===== src/rtl/dram_port_arbiter.sv =====
// Round-robin arbiter sharing one byte-wide DRAM port between the host loader (r0) and the Control_Unit (r1).
// Optional owner lock that suppresses the burst-cap handover is enabled by defining ARB_LOCK_EN.
module dram_port_arbiter #(
    parameter int ADDR_WIDTH = 8,
    parameter int DATA_WIDTH = 8,
    parameter int MAX_BURST  = 16,
    parameter int RD_LATENCY = 1
) (
    input  logic                  CLK,
    input  logic                  SYNC_RST,
    input  logic                  r0_req,
    input  logic                  r0_wren,
    input  logic [ADDR_WIDTH-1:0] r0_addr,
    input  logic [DATA_WIDTH-1:0] r0_wrdata,
`ifdef ARB_LOCK_EN
    input  logic                  r0_lock,
`endif
    output logic                  r0_gnt,
    output logic                  r0_rdvalid,
    input  logic                  r1_req,
    input  logic                  r1_wren,
    input  logic [ADDR_WIDTH-1:0] r1_addr,
    input  logic [DATA_WIDTH-1:0] r1_wrdata,
`ifdef ARB_LOCK_EN
    input  logic                  r1_lock,
`endif
    output logic                  r1_gnt,
    output logic                  r1_rdvalid,
    output logic [DATA_WIDTH-1:0] rd_data,
    output logic                  dram_en,
    output logic                  dram_wren,
    output logic [ADDR_WIDTH-1:0] dram_wraddr,
    output logic [DATA_WIDTH-1:0] dram_wrdata,
    output logic [ADDR_WIDTH-1:0] dram_rdaddr,
    input  logic [DATA_WIDTH-1:0] dram_rddata
);

    localparam int CNT_W = (MAX_BURST > 1) ? $clog2(MAX_BURST) : 1;
    localparam logic [CNT_W-1:0] CNT_LAST = CNT_W'(MAX_BURST - 1);
    localparam logic [CNT_W-1:0] CNT_ONE  = CNT_W'(1);
    localparam logic [CNT_W-1:0] CNT_ZERO = CNT_W'(0);

    localparam logic [1:0] ST_IDLE     = 2'd0;
    localparam logic [1:0] ST_OWN0     = 2'd1;
    localparam logic [1:0] ST_OWN1     = 2'd2;
    localparam logic [1:0] ST_HANDOVER = 2'd3;

    logic [1:0]            state_r;
    logic [1:0]            state_nxt_s;
    logic                  ptr_r;
    logic                  ptr_nxt_s;
    logic                  prev_r;
    logic                  prev_nxt_s;
    logic [CNT_W-1:0]      cnt_r;
    logic [CNT_W-1:0]      cnt_nxt_s;
    logic                  r0_gnt_r;
    logic                  r1_gnt_r;
    logic [RD_LATENCY-1:0] rd0_vld_r;
    logic [RD_LATENCY-1:0] rd1_vld_r;

    logic                  r0_lock_s;
    logic                  r1_lock_s;
    logic                  own_is1_s;
    logic                  own_req_s;
    logic                  oth_req_s;
    logic                  own_lock_s;
    logic                  issue_s;
    logic                  issue_id_s;

`ifdef ARB_LOCK_EN
    assign r0_lock_s = r0_lock;
    assign r1_lock_s = r1_lock;
`else
    assign r0_lock_s = 1'b0;
    assign r1_lock_s = 1'b0;
`endif

    // Owner/other view of the request lines, used only while in an OWN state.
    assign own_is1_s  = (state_r == ST_OWN1);
    assign own_req_s  = own_is1_s ? r1_req    : r0_req;
    assign oth_req_s  = own_is1_s ? r0_req    : r1_req;
    assign own_lock_s = own_is1_s ? r1_lock_s : r0_lock_s;

    assign r0_gnt     = r0_gnt_r;
    assign r1_gnt     = r1_gnt_r;
    assign r0_rdvalid = rd0_vld_r[RD_LATENCY-1];
    assign r1_rdvalid = rd1_vld_r[RD_LATENCY-1];
    assign rd_data    = dram_rddata;

    // Next-state, round-robin pointer and burst-cap counter.
    always_comb begin
        state_nxt_s = state_r;
        ptr_nxt_s   = ptr_r;
        prev_nxt_s  = prev_r;
        cnt_nxt_s   = cnt_r;
        case (state_r)
            ST_IDLE: begin
                cnt_nxt_s = CNT_ZERO;
                if (r0_req && r1_req) begin
                    state_nxt_s = ptr_r ? ST_OWN1 : ST_OWN0;
                end else if (r0_req) begin
                    state_nxt_s = ST_OWN0;
                end else if (r1_req) begin
                    state_nxt_s = ST_OWN1;
                end else begin
                    state_nxt_s = ST_IDLE;
                end
            end
            ST_OWN0, ST_OWN1: begin
                if (!own_req_s) begin
                    // Voluntary release hands straight over with no dead cycle.
                    state_nxt_s = oth_req_s ? (own_is1_s ? ST_OWN0 : ST_OWN1) : ST_IDLE;
                    ptr_nxt_s   = ~own_is1_s;
                    cnt_nxt_s   = CNT_ZERO;
                end else if (oth_req_s && !own_lock_s && (cnt_r == CNT_LAST)) begin
                    state_nxt_s = ST_HANDOVER;
                    ptr_nxt_s   = ~own_is1_s;
                    prev_nxt_s  = own_is1_s;
                    cnt_nxt_s   = CNT_ZERO;
                end else if (!oth_req_s) begin
                    cnt_nxt_s   = CNT_ZERO;
                end else if (own_lock_s) begin
                    cnt_nxt_s   = cnt_r;
                end else if (cnt_r != CNT_LAST) begin
                    cnt_nxt_s   = cnt_r + CNT_ONE;
                end else begin
                    cnt_nxt_s   = cnt_r;
                end
            end
            ST_HANDOVER: begin
                if (ptr_r ? r1_req : r0_req) begin
                    state_nxt_s = ptr_r ? ST_OWN1 : ST_OWN0;
                end else if (prev_r ? r1_req : r0_req) begin
                    state_nxt_s = prev_r ? ST_OWN1 : ST_OWN0;
                end else begin
                    state_nxt_s = ST_IDLE;
                end
            end
            default: begin
                state_nxt_s = ST_IDLE;
                cnt_nxt_s   = CNT_ZERO;
            end
        endcase
    end

    // Arbitration state and registered grants.
    always_ff @(posedge CLK) begin
        if (SYNC_RST) begin
            state_r  <= ST_IDLE;
            ptr_r    <= 1'b0;
            prev_r   <= 1'b0;
            cnt_r    <= CNT_ZERO;
            r0_gnt_r <= 1'b0;
            r1_gnt_r <= 1'b0;
        end else begin
            state_r  <= state_nxt_s;
            ptr_r    <= ptr_nxt_s;
            prev_r   <= prev_nxt_s;
            cnt_r    <= cnt_nxt_s;
            r0_gnt_r <= (state_nxt_s == ST_OWN0);
            r1_gnt_r <= (state_nxt_s == ST_OWN1);
        end
    end

    // DRAM port steering from the current owner's request.
    always_comb begin
        issue_s     = 1'b0;
        issue_id_s  = 1'b0;
        dram_en     = 1'b0;
        dram_wren   = 1'b0;
        dram_wraddr = {ADDR_WIDTH{1'b0}};
        dram_rdaddr = {ADDR_WIDTH{1'b0}};
        dram_wrdata = {DATA_WIDTH{1'b0}};
        if (r0_gnt_r && r0_req) begin
            issue_s     = 1'b1;
            issue_id_s  = 1'b0;
            dram_en     = 1'b1;
            dram_wren   = r0_wren;
            dram_wraddr = r0_addr;
            dram_rdaddr = r0_addr;
            dram_wrdata = r0_wrdata;
        end else if (r1_gnt_r && r1_req) begin
            issue_s     = 1'b1;
            issue_id_s  = 1'b1;
            dram_en     = 1'b1;
            dram_wren   = r1_wren;
            dram_wraddr = r1_addr;
            dram_rdaddr = r1_addr;
            dram_wrdata = r1_wrdata;
        end else begin
            issue_s     = 1'b0;
        end
    end

    // Read-return tag pipeline, one-hot per requester so the valids come straight from flops.
    always_ff @(posedge CLK) begin
        if (SYNC_RST) begin
            rd0_vld_r <= {RD_LATENCY{1'b0}};
            rd1_vld_r <= {RD_LATENCY{1'b0}};
        end else begin
            rd0_vld_r[0] <= issue_s && !dram_wren && !issue_id_s;
            rd1_vld_r[0] <= issue_s && !dram_wren &&  issue_id_s;
            for (int i = 1; i < RD_LATENCY; i++) begin
                rd0_vld_r[i] <= rd0_vld_r[i-1];
                rd1_vld_r[i] <= rd1_vld_r[i-1];
            end
        end
    end

endmodule


===== config.mk =====
export PLATFORM = sky130hd
export DESIGN_NAME = dram_port_arbiter
export DESIGN_NICKNAME = d
export VERILOG_FILES = /design/src/rtl/dram_port_arbiter.sv
export SDC_FILE = /design/constraint.sdc
export NUM_CORES = 1
export LEC_CHECK = 0
export CAP_MARGIN = 20
export CORE_MARGIN = 2
export CORE_UTILIZATION = 29
export DETAILED_ROUTE_END_ITERATION = 6
export PLACE_DENSITY = 0.77
export SYNTH_ARGS = -nofsm -noshare
export SYNTH_HDL_FRONTEND = slang
export SYNTH_SLANG_ARGS = --single-unit

===== constraint.sdc =====
create_clock -name CLK -period 3.1 [get_ports CLK]
set_input_delay 0.93 -clock CLK [delete_from_list [all_inputs] [get_ports CLK]]
set_output_delay 0.93 -clock CLK [all_outputs]
set_load 0.01 [all_outputs]

# Yosys cells after proc, flatten, opt, wreduce, memory -nomap -nowiden

Index checks and enable logic that the tools add are counted.

Register bits after elaboration: 12
Bits of input ports: 46
Output and inout port bits: 38
Logic and storage cells: 66

Add/subtract/negate cells: 1
Equal/unequal tests: 9
Multiplexer cells: 32
Bitwise gates (word level): 1
Reduce and logical (&&, ||, !) cells: 15

Operators by type and width:

| kind                                                                    | number |
|---|---|
| 8-bit 2-to-1 mux                                                        | 4 |
| 2-bit 2-to-1 mux                                                        | 11 |
| 4-bit 2-to-1 mux                                                        | 4 |
| 1-bit 2-to-1 mux                                                        | 11 |
| 4-bit case mux with 2 select lines                                      | 1 |
| 1-bit logical AND                                                       | 7 |
| 2-bit equality test, second input constant                              | 3 |
| 2-bit case mux with 3 select lines                                      | 1 |
| 5-bit inequality test, second input constant                            | 1 |
| 4-bit by 1-bit adder with 4-bit output, second input constant           | 1 |
| 2-bit by 1-bit equality test with 1-bit output, second input constant   | 2 |
| 4-bit equality test, second input constant                              | 1 |
| 4-bit inequality test, second input constant                            | 1 |
| 2-bit AND reduction                                                     | 2 |
| 3-bit AND reduction                                                     | 1 |
| 1-bit logical NOT                                                       | 2 |
| 2-bit logical NOT                                                       | 1 |
| 2-bit by 1-bit inequality test with 1-bit output, second input constant | 1 |
| 2-bit nonzero test                                                      | 1 |
| 2-bit OR reduction                                                      | 1 |
| 1-bit NOT                                                               | 1 |

# Logic depth before layout (Yosys ltp)

Depth after elaboration: 7
Gate-level depth with buffers: 7
Mapped depth without buffers: 6

# Worst setup path before layout

Ideal clock, no wire load.

Kind: input-to-output
From: in r0_req
To: out dram_wraddr[0]
Arrival time: 2.270 ns
Required time: 2.170 ns
Path slack: -0.100 ns
Stages on the path: 7
Buffers on the path: 4
Cell sequence: buf_2 -> and2_1 -> buf_2 -> nor2_1 -> buf_2 -> a22o_1 -> buf_4

Word-level cells in the longest chain between the ends: 2

RTL lines:

| element           | line | RTL |
|---|---|---|
| start, declared   | 11   | `input logic r0_req,` |
| 1-bit logical AND | 174  | `if (r0_gnt_r && r0_req) begin` |
| 8-bit 2-to-1 mux  | n/a  |  |
| end, declared     | 32   | `output logic [ADDR_WIDTH-1:0] dram_wraddr,` |

Every way passes these cells.

# Final worst setup path

From: in r0_req
To: out dram_wraddr[1]

Word-level cells in the longest chain between the ends: 2

RTL lines:

| element           | line |
|---|---|
| 1-bit logical AND | 174 |
| 8-bit 2-to-1 mux  | 174 |

Every way passes these cells.

==> metrics.json <==
{
  "netlist.top_cell.by_area": "sky130_fd_sc_hd__dfxtp_1",
  "critical_path.endpoint_type": "primary output",
  "synth_nets": 167,
  "drv_slew": 0,
  "timing.critical_path.arrival_ns": 2.09,
  "syn-mean-instance-area_um2": 8.45,
  "power_switching_uw": 258,
  "ys_seq_area_share_pct": 24.5,
  "gp_routability_congestion": 0.820,
  "dp_area_um2": 1620,
  "drt-total-wl_um": 3080,
  "cts_tree": "done",
  "drt_iter0_markers": 30,
  "drc": 0,
  "pin_count": 84,
  "maxSlewHeadroom_pct": 68.3,
  "antenna_found_initial": 0,
  "area_growth_pct": 72.3,
  "cts_buffers": 3,
  "place.detailed.instances": 213,
  "synthTopCellsByArea": "sky130_fd_sc_hd__dfxtp_1, sky130_fd_sc_hd__a22o_1, sky130_fd_sc_hd__buf_4",
  "number_of_global_route_vias_before_repair": 1059,
  "firstDrtPassIters": 4,
  "critical_path.top_delay_family": "buffers and inverters",
  "yosys_warnings": 0,
  "crit_path_max_fanout": 8,
  "clock_tree.htree_level_count": 1,
  "antennaDiodeCount": 0,
  "clock_sinks": 12,
  "timing.setup.tns_ns": 0,
  "power.share.sequential_pct": 26.5,
  "ys_seq_elements": 12,
  "globalRoute.totalOverflow": 0,
  "area_share_of_the_largest_cell_type_after_synthesis_pct": 24.5,
  "gr-usage-all-layers_pct": 15.3,
  "max_slew.worst_pin.slew_ns": 0.474,
  "p_per_area_nw_per_um2": 433,
  "final-setup-viol-count": 0,
  "final_antenna_net_count": 0,
  "worst-path-buf-inv": 4,
  "start_util_pct": 29.8,
  "core-area_um2": 3280,
  "total_via_count_after_detailed_routing": 1090,
  "cp_slowest_stage_delay_ns": 0.25,
  "cell_internal_pwr_uw": 472,
  "tcrit_tclk_final_pct": 97.6,
  "netlist-cell-type-count": 36,
  "final_non_filler_cell_total": 223,
  "wire_per_inst_um": 13.8,
  "layout.nets": 229,
  "timing.clock.skew_ns": 0.00328,
  "clk_pin_slew_ns": 0.08,
  "die_height_um": 62.1,
  "required_time_at_the_endpoint_of_the_critical_path_ns": 2.17,
  "min-delay-path-class": "flop to flop",
  "timing_worst_setup_path_type": "input pin to primary output",
  "die-width_um": 62.1,
  "hold_violation_count_in_the_final_report": 0,
  "drive_gt1_share_pct": 24.9,
  "avgViaCountPerCell": 4.89,
  "p_clk_share_pct": 17.3,
  "die_area_um2": 3860,
  "netlist_area_um2": 980,
  "numPortBuffers": 67,
  "wire_length_of_the_first_global_routing_pass_um": 4840,
  "result_of_the_run": "complete, no violations",
  "synth_cells": 116,
  "share_comb_of_total_power_pct": 56.2,
  "hpwlAfterDp_um": 2390,
  "timing.critical_path.slowest_stage_cell": "sky130_fd_sc_hd__dlygate4sd2_1",
  "power_leakage_uw": 0.000697,
  "vdd_drop_max_v": 0.000277,
  "maximum_number_of_pins_on_one_net_before_global_route_repair": 13,
  "max_freq_ghz": 0.331,
  "clk_root_buffer_cell": "sky130_fd_sc_hd__clkbuf_4",
  "crit_chain": "dlygate4sd2_1, and2_4, nor2_2, buf_12, buf_6, a22o_1, clkdlybuf4s15_2",
  "clock_path_buffers": 2,
  "final_util_pct": 51.4,
  "rsz0062_at_grt": "no",
  "final_total_power_uw": 730,
  "swShare_pct": 35.3,
  "postCtsHoldBufs": 0,
  "clock_latency_ns": 0.27,
  "max_cap_violations": 0,
  "final.min_clock_period_ns": 3.02,
  "finish.instance_area_um2": 1690,
  "placementRows": 21,
  "cp-start-kind": "input pin"
}
[synthesized netlist by cell type]
| cell type | instances |
|---|---|
| sky130_fd_sc_hd__nand4b_1 | 1 |
| sky130_fd_sc_hd__nand2b_1 | 1 |
| sky130_fd_sc_hd__o21a_1 | 3 |
| sky130_fd_sc_hd__a31oi_1 | 1 |
| sky130_fd_sc_hd__a22o_1 | 17 |
| sky130_fd_sc_hd__and2b_2 | 1 |
| sky130_fd_sc_hd__mux2i_1 | 2 |
| sky130_fd_sc_hd__o211ai_1 | 1 |
| sky130_fd_sc_hd__o21ai_0 | 4 |
| sky130_fd_sc_hd__clkbuf_1 | 1 |
| sky130_fd_sc_hd__ha_1 | 5 |
| sky130_fd_sc_hd__nor3b_1 | 2 |
| sky130_fd_sc_hd__buf_1 | 1 |
| sky130_fd_sc_hd__or3b_2 | 1 |
| sky130_fd_sc_hd__nand2_1 | 4 |
| sky130_fd_sc_hd__mux2_2 | 1 |
| sky130_fd_sc_hd__nor3_1 | 2 |
| sky130_fd_sc_hd__dfxtp_1 | 12 |
| sky130_fd_sc_hd__a311oi_1 | 1 |
| sky130_fd_sc_hd__and2_4 | 1 |
| sky130_fd_sc_hd__nor4_1 | 2 |
| sky130_fd_sc_hd__inv_1 | 4 |
| sky130_fd_sc_hd__a211oi_2 | 1 |
| sky130_fd_sc_hd__a41oi_1 | 1 |
| sky130_fd_sc_hd__nor2b_1 | 3 |
| sky130_fd_sc_hd__buf_2 | 4 |
| sky130_fd_sc_hd__a22oi_1 | 2 |
| sky130_fd_sc_hd__and2_1 | 1 |
| sky130_fd_sc_hd__and3_2 | 1 |
| sky130_fd_sc_hd__or4_4 | 1 |
| sky130_fd_sc_hd__a21oi_1 | 6 |
| sky130_fd_sc_hd__nand3_1 | 2 |
| sky130_fd_sc_hd__nor2_1 | 8 |
| sky130_fd_sc_hd__mux2_4 | 1 |
| sky130_fd_sc_hd__buf_4 | 16 |
| sky130_fd_sc_hd__a211o_2 | 1 |
[path summary, 6_finish.rpt]
kind | start | endpoint | depth (start not counted) | slack, ns
worst max-delay path | r0_req | dram_wraddr[1] | 7 | 0.08
worst min-delay path | cnt_r[3] | cnt_r[3] | 2 | 0.49
worst max register to register | state_r[1] | r0_gnt | 5 | 1.08
worst min register to register | cnt_r[3] | cnt_r[3] | 2 | 0.49
[cells by family (layout without fill, tap and decap cells)]
group,after synthesis,count (layout),share of synthesized area (%)
buf+inv,26,87,16.6
mux,4,4,4.72
compound gates,38,38,29.6
flops,12,12,24.5
fa+ha+maj,5,5,6.39
simple gates,31,31,18.1
[registers in the layout, summed over array words and instances (netlist names)]
| signal | count |
|---|---|
| cnt_r | 4 |
| prev_r | 1 |
| ptr_r | 1 |
| r0_gnt | 1 |
| r0_rdvalid | 1 |
| r1_gnt | 1 |
| r1_rdvalid | 1 |
| state_r | 2 |
[final cells by class]
type	instances	area, um^2
inverters	4	15.0
multi-input cells	78	582
clock buffers	4	36.3
flip-flops and latches	12	240
fillers	323	1600
well taps	46	57.6
repair buffers	79	757
[per-stage QoR]
stage          setup WS [ns]  hold WS [ns]
6_report              0.0759         0.490
5_1_grt               0.0322         0.536
4_1_cts               0.0835         0.495
3_5_place_dp          -0.413         0.483
3_3_place_gp          -0.368         0.468
2_1_floorplan        0.00345         0.454
[placed cells by master, fill, tap and decap left out, types with 4 or more instances in the layout]
master,synthesis,final
sky130_fd_sc_hd__clkdlybuf4s50_1,0,39
sky130_fd_sc_hd__a22o_1,17,17
sky130_fd_sc_hd__dfxtp_1,12,12
sky130_fd_sc_hd__clkdlybuf4s15_2,0,10
sky130_fd_sc_hd__buf_4,16,8
sky130_fd_sc_hd__nor2_1,8,7
sky130_fd_sc_hd__buf_2,4,7
sky130_fd_sc_hd__clkdlybuf4s15_1,0,7
sky130_fd_sc_hd__a21oi_1,6,6
sky130_fd_sc_hd__ha_1,5,5
sky130_fd_sc_hd__nand2_1,4,4
sky130_fd_sc_hd__inv_1,4,4
sky130_fd_sc_hd__o21ai_0,4,4
sky130_fd_sc_hd__dlygate4sd2_1,0,4
[what timing repair did]
item                                    4_1_cts  5_1_grt
endpoints found under the hold margin         0        0
endpoints found under the setup margin       26        0
buffers inserted                              6        0
gates resized for setup                      80        0
[tightest hold or removal path, stage by stage, from the launching register on]
cell,delay (ns)
sky130_fd_sc_hd__dfxtp_1,0.34
sky130_fd_sc_hd__nand2_1,0.06
sky130_fd_sc_hd__a21oi_1,0.05
[layer usage]
| layer | up-vias | track usage [%] | routed length (um) |
|---|---|---|---|
| met5 | - | 0 | 0 |
| met4 | 0 | 4.72 | 27 |
| met3 | 4 | 4.89 | 294 |
| met2 | 48 | 27.9 | 1520 |
| met1 | 502 | 17.0 | 1240 |
| li1 | 536 | - | - |
[power groups by stage]
stage	Sequential [uW]	Clock, uW	Combinational, uW
global placement	196	0	407
CTS	193	130	412
detailed placement	196	0	415
global route	196	136	442
floorplan	195	0	244
finish	194	126	411
(Power assumes the default switching activity.)
